$ cat config.mk
export PLATFORM = sky130hd
export DESIGN_NAME = if_fetch_buf_flat
export DESIGN_NICKNAME = d
export VERILOG_FILES = /design/src/rtl/if_fetch_buf_pkg.sv /design/src/rtl/if_fetch_buf_if.sv /design/src/rtl/if_fetch_buf_fifo.sv /design/src/rtl/if_fetch_buf.sv /design/src/flat_wrapper.sv
export SDC_FILE = /design/constraint.sdc
export NUM_CORES = 1
export LEC_CHECK = 0
export ABC_AREA = 1
export CORE_UTILIZATION = 50
export DETAILED_ROUTE_END_ITERATION = 7
export GPL_ROUTABILITY_DRIVEN = 0
export PLACE_DENSITY_LB_ADDON = 0.05
export SETUP_SLACK_MARGIN = 0.15
export SLEW_MARGIN = 20
export SYNTH_ARGS = -nofsm -noshare
export SYNTH_HDL_FRONTEND = slang
export SYNTH_SLANG_ARGS = --single-unit
$ cat constraint.sdc
create_clock -name clk -period 5.6 [get_ports clk]
set_clock_uncertainty 0.15 [all_clocks]
set_input_delay 0.56 -clock clk [delete_from_list [all_inputs] [get_ports clk]]
set_output_delay 0.56 -clock clk [all_outputs]
set_load 0.02 [all_outputs]
$ cat src/rtl/if_fetch_buf_pkg.sv
// Shared definitions for the instruction-fetch front end.
//   XLEN_DEF      : default PC width
//   PC_STEP       : byte increment between sequential fetches
//   fetch_entry_t : one buffered instruction together with its PC
package if_pkg;

  localparam int XLEN_DEF = 32;
  localparam int PC_STEP  = 4;

  typedef struct packed {
    logic [XLEN_DEF-1:0] pc;
    logic [31:0]         inst;
  } fetch_entry_t;

endpackage

$ cat src/rtl/if_fetch_buf_if.sv
// Bus bundle between the fetch buffer, the instruction SRAM and decode.
//   imem_req/imem_we/imem_addr/imem_wdata : SRAM command (driven by master)
//   imem_rdata                            : SRAM read data, one cycle after a read
//   out_valid/out_pc/out_inst             : queue head offered to decode
//   out_ready                             : decode accepts the head
// master = fetch buffer, slave = SRAM + decode side.
interface if_fetch_buf_if
  import if_pkg::*;
#(
  parameter int XLEN    = XLEN_DEF,
  parameter int IMEM_AW = 16
);

  logic               imem_req;
  logic               imem_we;
  logic [IMEM_AW-1:0] imem_addr;
  logic [31:0]        imem_wdata;
  logic [31:0]        imem_rdata;
  logic               out_valid;
  logic               out_ready;
  logic [XLEN-1:0]    out_pc;
  logic [31:0]        out_inst;

  modport master (
    output imem_req, imem_we, imem_addr, imem_wdata,
    output out_valid, out_pc, out_inst,
    input  imem_rdata, out_ready
  );

  modport slave (
    input  imem_req, imem_we, imem_addr, imem_wdata,
    input  out_valid, out_pc, out_inst,
    output imem_rdata, out_ready
  );

endinterface

$ cat src/rtl/if_fetch_buf_fifo.sv
// Synchronous FIFO holding fetched {pc, inst} entries.
//   clk, rst : clock, synchronous active-low reset
//   push/din : enqueue din
//   pop      : dequeue head (ignored when empty)
//   flush    : empty the queue; overrides push and pop
//   count    : occupancy 0..DEPTH
//   head     : oldest entry
// DEPTH must be a power of two so the pointers wrap naturally.
module if_fifo #(
  parameter int DEPTH = 4,
  parameter int WIDTH = 64
) (
  input  logic                     clk,
  input  logic                     rst,
  input  logic                     push,
  input  logic                     pop,
  input  logic                     flush,
  input  logic [WIDTH-1:0]         din,
  output logic [$clog2(DEPTH):0]   count,
  output logic [WIDTH-1:0]         head
);

  localparam int AW = $clog2(DEPTH);
  localparam int CW = AW + 1;

  logic [WIDTH-1:0] mem [DEPTH];
  logic [AW-1:0]    rd_ptr;
  logic [AW-1:0]    wr_ptr;
  logic             do_push;
  logic             do_pop;

  assign do_push = push && !flush;
  assign do_pop  = pop && !flush && (count != '0);
  assign head    = mem[rd_ptr];

  always_ff @(posedge clk) begin
    if (!rst || flush) begin
      rd_ptr <= '0;
      wr_ptr <= '0;
      count  <= '0;
    end else begin
      if (do_push) wr_ptr <= wr_ptr + AW'(1);
      if (do_pop)  rd_ptr <= rd_ptr + AW'(1);
      case ({do_push, do_pop})
        2'b10:   count <= count + CW'(1);
        2'b01:   count <= count - CW'(1);
        default: count <= count;
      endcase
    end
  end

  always_ff @(posedge clk) begin
    if (do_push) mem[wr_ptr] <= din;
  end

endmodule

$ cat src/rtl/if_fetch_buf.sv
// Instruction-fetch front end: owns the fetch PC, issues word reads to a
// 1-cycle synchronous SRAM, and queues returned {pc, inst} for decode.
//   clk, rst       : clock, synchronous active-low reset
//   redirect       : branch/jump taken (flushes queue, kills in-flight read)
//   redirect_addr  : new fetch PC, low two bits ignored
//   dbg_en/dbg_we/dbg_addr/dbg_wdata : debug access to the SRAM, halts fetch
//   bus            : SRAM command/response and decode handshake
module if_fetch_buf
  import if_pkg::*;
#(
  parameter int              XLEN     = XLEN_DEF,
  parameter int              DEPTH    = 4,
  parameter int              IMEM_AW  = 16,
  parameter logic [XLEN-1:0] RST_ADDR = '0
) (
  input  logic               clk,
  input  logic               rst,
  input  logic               redirect,
  input  logic [XLEN-1:0]    redirect_addr,
  input  logic               dbg_en,
  input  logic               dbg_we,
  input  logic [IMEM_AW-1:0] dbg_addr,
  input  logic [31:0]        dbg_wdata,
  if_fetch_buf_if.master     bus
);

  localparam int CW = $clog2(DEPTH) + 1;

  logic [XLEN-1:0] fetch_pc;
  logic [XLEN-1:0] inflight_pc;
  logic            inflight;
  logic            issue;
  logic            push;
  logic            flush;
  logic [CW-1:0]   count;
  logic [XLEN+31:0] head;

  // Credit check counts the in-flight read so the queue can never overflow.
  assign issue = rst && !dbg_en && !redirect &&
                 ((count + CW'(inflight)) < CW'(DEPTH));
  // A redirect or debug takeover kills the response arriving this cycle.
  assign push  = rst && inflight && !redirect && !dbg_en;
  assign flush = redirect || dbg_en;

  always_ff @(posedge clk) begin
    if (!rst) begin
      fetch_pc    <= RST_ADDR;
      inflight    <= 1'b0;
      inflight_pc <= '0;
    end else begin
      if (redirect)   fetch_pc <= redirect_addr & ~XLEN'(3);
      else if (issue) fetch_pc <= fetch_pc + XLEN'(PC_STEP);
      inflight <= issue;
      if (issue) inflight_pc <= fetch_pc;
    end
  end

  always_comb begin
    bus.imem_req   = 1'b0;
    bus.imem_we    = 1'b0;
    bus.imem_addr  = '0;
    bus.imem_wdata = '0;
    if (rst && dbg_en) begin
      bus.imem_req   = 1'b1;
      bus.imem_we    = dbg_we;
      bus.imem_addr  = dbg_addr;
      bus.imem_wdata = dbg_wdata;
    end else if (issue) begin
      bus.imem_req   = 1'b1;
      bus.imem_addr  = fetch_pc[IMEM_AW+1:2];
    end
  end

  if_fifo #(
    .DEPTH (DEPTH),
    .WIDTH (XLEN + 32)
  ) u_fifo (
    .clk   (clk),
    .rst   (rst),
    .push  (push),
    .pop   (bus.out_valid && bus.out_ready),
    .flush (flush),
    .din   ({inflight_pc, bus.imem_rdata}),
    .count (count),
    .head  (head)
  );

  assign bus.out_valid = (count != '0);
  assign {bus.out_pc, bus.out_inst} = head;

endmodule

$ cat src/flat_wrapper.sv
// flat-port wrapper written by rule: the top's interface ports become plain ports
module if_fetch_buf_flat import if_pkg::*;
#(
  parameter int              XLEN     = XLEN_DEF,
  parameter int              DEPTH    = 4,
  parameter int              IMEM_AW  = 16,
  parameter logic [XLEN-1:0] RST_ADDR = '0
)
  (clk, rst, redirect, redirect_addr, dbg_en, dbg_we, dbg_addr, dbg_wdata, bus_imem_req, bus_imem_we, bus_imem_addr, bus_imem_wdata, bus_out_valid, bus_out_pc, bus_out_inst, bus_imem_rdata, bus_out_ready);
  if_fetch_buf_if #(.XLEN(XLEN), .IMEM_AW(IMEM_AW)) bus_i ();
  input  logic clk;
  input  logic rst;
  input  logic redirect;
  input  logic [XLEN-1:0] redirect_addr;
  input  logic dbg_en;
  input  logic dbg_we;
  input  logic [IMEM_AW-1:0] dbg_addr;
  input  logic [31:0] dbg_wdata;
  output wire logic [$bits(bus_i.imem_req)-1:0] bus_imem_req;
  output wire logic [$bits(bus_i.imem_we)-1:0] bus_imem_we;
  output wire logic [$bits(bus_i.imem_addr)-1:0] bus_imem_addr;
  output wire logic [$bits(bus_i.imem_wdata)-1:0] bus_imem_wdata;
  output wire logic [$bits(bus_i.out_valid)-1:0] bus_out_valid;
  output wire logic [$bits(bus_i.out_pc)-1:0] bus_out_pc;
  output wire logic [$bits(bus_i.out_inst)-1:0] bus_out_inst;
  input wire logic [$bits(bus_i.imem_rdata)-1:0] bus_imem_rdata;
  input wire logic [$bits(bus_i.out_ready)-1:0] bus_out_ready;
  assign bus_imem_req = bus_i.imem_req;
  assign bus_imem_we = bus_i.imem_we;
  assign bus_imem_addr = bus_i.imem_addr;
  assign bus_imem_wdata = bus_i.imem_wdata;
  assign bus_out_valid = bus_i.out_valid;
  assign bus_out_pc = bus_i.out_pc;
  assign bus_out_inst = bus_i.out_inst;
  assign bus_i.imem_rdata = bus_imem_rdata;
  assign bus_i.out_ready = bus_out_ready;
  if_fetch_buf #(.XLEN(XLEN), .DEPTH(DEPTH), .IMEM_AW(IMEM_AW), .RST_ADDR(RST_ADDR)) u_core (.clk(clk), .rst(rst), .redirect(redirect), .redirect_addr(redirect_addr), .dbg_en(dbg_en), .dbg_we(dbg_we), .dbg_addr(dbg_addr), .dbg_wdata(dbg_wdata), .bus(bus_i));
endmodule
# After elaboration in Yosys (flattened, before gate mapping)
# Memory sizes are Yosys's and may differ from the RTL's. A register that Yosys moved wholly into a read port is not among the register bits.
# Cells that the tools add are included.
word_totals:
  reg_bits: 72
  ram_bits: 256
  input_bits: 118
  out_inout_bits: 115
  elab_cells: 52
  n_memories: 1
memory_table:
  columns: ["memory", "words", "width", "read_ports", "rd_clocked_by_memory_dff", "write_ports", "line_no", "source"]
  rows:
  - ["u_core.u_fifo.mem", 4, 64, 1, 1, 1, "if_fetch_buf_fifo.sv:26", "logic [WIDTH-1:0] mem [DEPTH];"]
op_classes:
  n_addsub: 6
  magnitude_cmp: 1
  eq_ne: 2
  mux: 13
  bitwise_logic: 1
  n_reduce_logical: 21
op_table:
  columns: ["cell", "count"]
  rows:
  - ["$mux W32", 3]
  - ["$add A32 B3 Y32 const B", 1]
  - ["$mux W16", 2]
  - ["$logic_and A1 B1 Y1", 11]
  - ["$pmux W3 S2", 1]
  - ["$mux W1", 5]
  - ["$add A2 B1 Y2 const B", 2]
  - ["$logic_not A1 Y1", 4]
  - ["$mux W2", 2]
  - ["$reduce_bool A2 Y1", 2]
  - ["$add A3 B1 Y3", 1]
  - ["$add A3 B1 Y3 const B", 1]
  - ["$lt A3 B3 Y1 const B", 1]
  - ["$reduce_bool A3 Y1", 1]
  - ["$sub A3 B1 Y3 const B", 1]
  - ["$eq A2 B1 Y1 const B", 1]
  - ["$eq A2 B2 Y1 const B", 1]
  - ["$logic_or A1 B1 Y1", 2]
  - ["$reduce_or A2 Y1", 1]
  - ["$not A1 Y1", 1]

# Logic depth before layout (Yosys ltp)
logic_depth:
  depth_word: 6
  mapped_depth: 12
  depth_no_buf: 11

# By module
# A second synthesis with hierarchy kept.
hier_totals:
  cells_unflattened: 1323
  area_unflattened_um2: 13740.7
by_module_without_submodules:
  columns: ["module", "n_inst", "cells_each", "area_per_inst_um2"]
  rows:
  - ["if_fifo", 1, 688, 9977.1]
  - ["if_fetch_buf", 1, 635, 3763.6]

# Worst setup path after synthesis
# No wires, ideal clock.
synth_timing:
  kind: "input to register"
  start: "input port rst"
  end: "memory u_core.u_fifo.mem[0][0], enable pin"
  setup_ns: 0.482
  t_arrival_ns: 3.670
  required_ns: 4.968
  slack_ns: 1.298
  stages: 5
  n_path_buf: 1
  cell_sequence: "buf_2 -> nand2_2 -> nor2_8 -> nand2_1 -> nor2_1"
synth_via:
  elab_chain_len: 6
synth_lines:
  columns: ["element", "line_no", "source"]
  rows:
  - ["start, declared", "flat_wrapper.sv:12", "input logic rst;"]
  - ["$logic_and A1 B1 Y1 (3 in series)", "if_fetch_buf.sv:42", "assign push = rst && inflight && !redirect && !dbg_en;"]
  - ["$logic_and A1 B1 Y1", "if_fetch_buf_fifo.sv:32", "assign do_push = push && !flush;"]
  - ["$mux W1", "if_fetch_buf_fifo.sv:53", "if (do_push) mem[wr_ptr] <= din;"]
  - ["$mux W1 (implied by the code)", "if_fetch_buf_fifo.sv:53", null]
  - ["end, declared", "if_fetch_buf_fifo.sv:26", null]
# Every way passes these cells.

# Final worst setup path
layout_timing:
  start: "input port rst"
  end: "output port bus_imem_addr[11]"
layout_via:
  elab_chain_len: 5
  elab_cells_between_ends: 6
  classes_between: "2 x mux; 4 x reduce/logical"
layout_lines:
  columns: ["element", "line_no", "source"]
  rows:
  - ["$logic_and A1 B1 Y1 (3 in series)", "if_fetch_buf.sv:39", "assign issue = rst && !dbg_en && !redirect &&"]
  - ["$mux W16", "if_fetch_buf.sv:68", "end else if (issue) begin"]
  - ["$mux W16 (*)", "if_fetch_buf.sv:63", "if (rst && dbg_en) begin"]
  - ["end, declared", "flat_wrapper.sv:21", "output wire logic [$bits(bus_i.imem_addr)-1:0] bus_imem_addr;"]
# Mark *: on every way between the ends. The rest lies on a longest branch, timed or not.

==> impl_metrics.json <==
{
  "p_sw_uw": 992,
  "post-cts-setup-buffers": 0,
  "insertion_delay_ns": 0.49,
  "drive_gt1_frac": 0.0536,
  "grt_pass1_wl_mm": 46.5,
  "switching_share": 0.205,
  "comb_power_share": 0.055,
  "drtAntennaViolNets": 0,
  "cts_tree": "done",
  "vias": 9574,
  "hold_violations": 0,
  "synth_top_cell_by_area": "edfxtp_1",
  "ff2ff_path_depth": 3,
  "drv_cap": 0,
  "finalNonFillerCells": 1808,
  "final.setup.tns_ns": 0,
  "vias_per_cell": 5.30,
  "die_h_um": 164,
  "worstMarginPinSlew_ns": 1.02,
  "power.density_mw_per_mm2": 290,
  "worstPathArrival_ns": 3.18,
  "worst_slack_ns": 1.71,
  "h-tree-depth": 2,
  "status": "finished clean",
  "mostFrequentLayoutCells": "248 x edfxtp_1, 228 x clkdlybuf4s50_1, 208 x nor2_1",
  "drcViolationCount": 0,
  "placed_area_sq_mm": 0.0157,
  "final_area_sq_mm": 0.0167,
  "fin_hold_ws_ns": 0.353,
  "final_common_cell": "edfxtp_1",
  "yosysTopAreaCellShare": 0.566,
  "slew_violations": 0,
  "cts-root-buf": "clkbuf_16",
  "n_antenna_cell": 0,
  "ctsResizeCount": 0,
  "dpl.hpwl_mm": 19.1,
  "yosysSeqAreaShare": 0.673,
  "ios": 233,
  "grt.total_usage": 0.227,
  "synthCells": 1242,
  "row_count": 59,
  "final_util": 0.644,
  "syn_to_final_growth_pct": 26.9,
  "fmax_ghz": 0.257,
  "end_kind": "output pin",
  "clockBufferDepth": 3,
  "drtIter0Drc": 745,
  "fp.dieArea_sq_mm": 0.0270,
  "grt_max_degree": 114,
  "synth-seq-cells": 318,
  "postCtsHoldBufs": 0,
  "fin_crit_sh": 0.695,
  "initial_core_util": 0.508,
  "core_area_sq_mm": 0.0259,
  "grt_pass1_vias": 8889,
  "p_seq_frac": 0.535,
  "post-place-cells": 1748,
  "drt_pass1_iterations": 5,
  "ys_warn_count": 0,
  "rsz0062_at_grt": "no",
  "cts.sinks": 318,
  "period_needed_ns": 3.89,
  "synth.area.top_cells": "edfxtp_1 57%, dfxtp_1 11%, nor2_1 6.0%",
  "cp-start-kind": "input pin",
  "finalSetupViolCount": 0,
  "min_path_type": "reg -> reg",
  "critPathRequiredTime_ns": 4.89,
  "clk_pin_slew_ns": 0.05,
  "cts_buffers": 34,
  "critical_path.max_fanout": 70,
  "antenna_found_initial": 0,
  "clock_power_share": 0.410,
  "power.internal_mw": 3.84,
  "maxSlewHeadroom": 0.322,
  "place_ws_ns": 1.62,
  "netlist_area_sq_mm": 0.0132,
  "routed_wl_mm": 30.6,
  "die_w_um": 164,
  "p_leak_nw": 6.11,
  "avgSynthCellArea_sq_um": 10.6,
  "port_buffers": 228,
  "wl_per_cell_um": 17.0,
  "vdd_drop_max_mv": 0.200,
  "grt_overflow": 0,
  "p_total_mw": 4.83,
  "layout.nets": 1574,
  "whs_path_depth": 1,
  "synth.distinct_cells": 33,
  "critPathKind": "in -> out"
}
-- final timing paths --
check | from | endpoint | slack [ns]
hold / removal | u_core.u_fifo.count[2]$_SDFFE_PP0P_ | u_core.u_fifo.count[2]$_SDFFE_PP0P_ | 0.35
hold reg to reg | u_core.u_fifo.count[2]$_SDFFE_PP0P_ | u_core.u_fifo.count[2]$_SDFFE_PP0P_ | 0.35
setup reg to reg | u_core.inflight$_SDFF_PN0_ | u_core.u_fifo.mem[1][39]$_DFFE_PP_ | 3.20
setup / recovery | rst | bus_imem_addr[11] | 1.71
-- registers in the layout, summed over array words and instances (netlist names), named ones only --
signal,cells
u_core.inflight_pc,30
u_core.u_fifo.rd_ptr,2
u_core.inflight,1
u_core.fetch_pc,30
u_core.u_fifo.mem,248
u_core.u_fifo.count,3
u_core.u_fifo.wr_ptr,2
-- cell usage after synthesis --
library cell / count
edfxtp_1: 248
ha_1: 6
a21oi_1: 54
buf_2: 14
clkbuf_1: 45
inv_1: 93
xor2_1: 9
nor2_1: 212
o22ai_1: 62
o21ai_1: 12
nand2_1: 157
nand2_4: 2
a31oi_1: 5
nor2_2: 6
inv_2: 4
xnor2_1: 4
buf_6: 4
or2_2: 1
nor3_1: 2
nand2_2: 3
o21ai_0: 152
nand4_1: 3
o21bai_1: 2
buf_4: 6
nand3_4: 1
nand3b_1: 3
fa_1: 1
o211ai_1: 1
nand3_1: 54
and2_1: 3
conb_1: 1
dfxtp_1: 70
nor2_8: 2
-- power groups by stage --
stage | Combinational [mW] | Sequential [mW] | Clock (mW)
detailed placement | 0.265 | 2.63 | 0
floorplan | 0.118 | 2.63 | 0
global route | 0.289 | 2.59 | 2.12
CTS | 0.266 | 2.58 | 2.01
global placement | 0.262 | 2.63 | 0
finish | 0.265 | 2.59 | 1.98
-- cells by family after synthesis --
kind of cell / Yosys count / synth area share
simple gates: 449 / 0.142
flops: 318 / 0.673
compound gates: 288 / 0.117
buf+inv: 166 / 0.0527
xor+xnor: 13 / 0.00866
fa+ha+maj: 7 / 0.00723
other cells: 1 / 0.000285
-- critical path: stages --
cell	delay [ns]
clkdlybuf4s50_1	0.52
nand2_2	0.11
nor2_8	0.18
nand2_4	0.09
nor2_8	0.66
nand2_1	0.27
nand2_1	0.16
clkdlybuf4s50_1	0.62
-- layout make-up --
cell class	count	area, sq um
flip-flops and latches	318	8850
inverters	97	367
multi-input cells	759	3650
clock inverters	11	53.8
repair buffers	239	2420
fillers	2024	9220
clock buffers	49	928
well taps	335	419
-- layer usage --
| metal | vias up | share of wire | track usage |
|---|---|---|---|
| met3 | 48 | 0.066 | 0.0455 |
| li1 | 4703 | - | - |
| met4 | 0 | 0.025 | 0.0715 |
| met2 | 314 | 0.48 | 0.386 |
| met5 | - | 0 | 0 |
| met1 | 4509 | 0.43 | 0.290 |
Note: power is estimated with default switching activity, not from simulation.
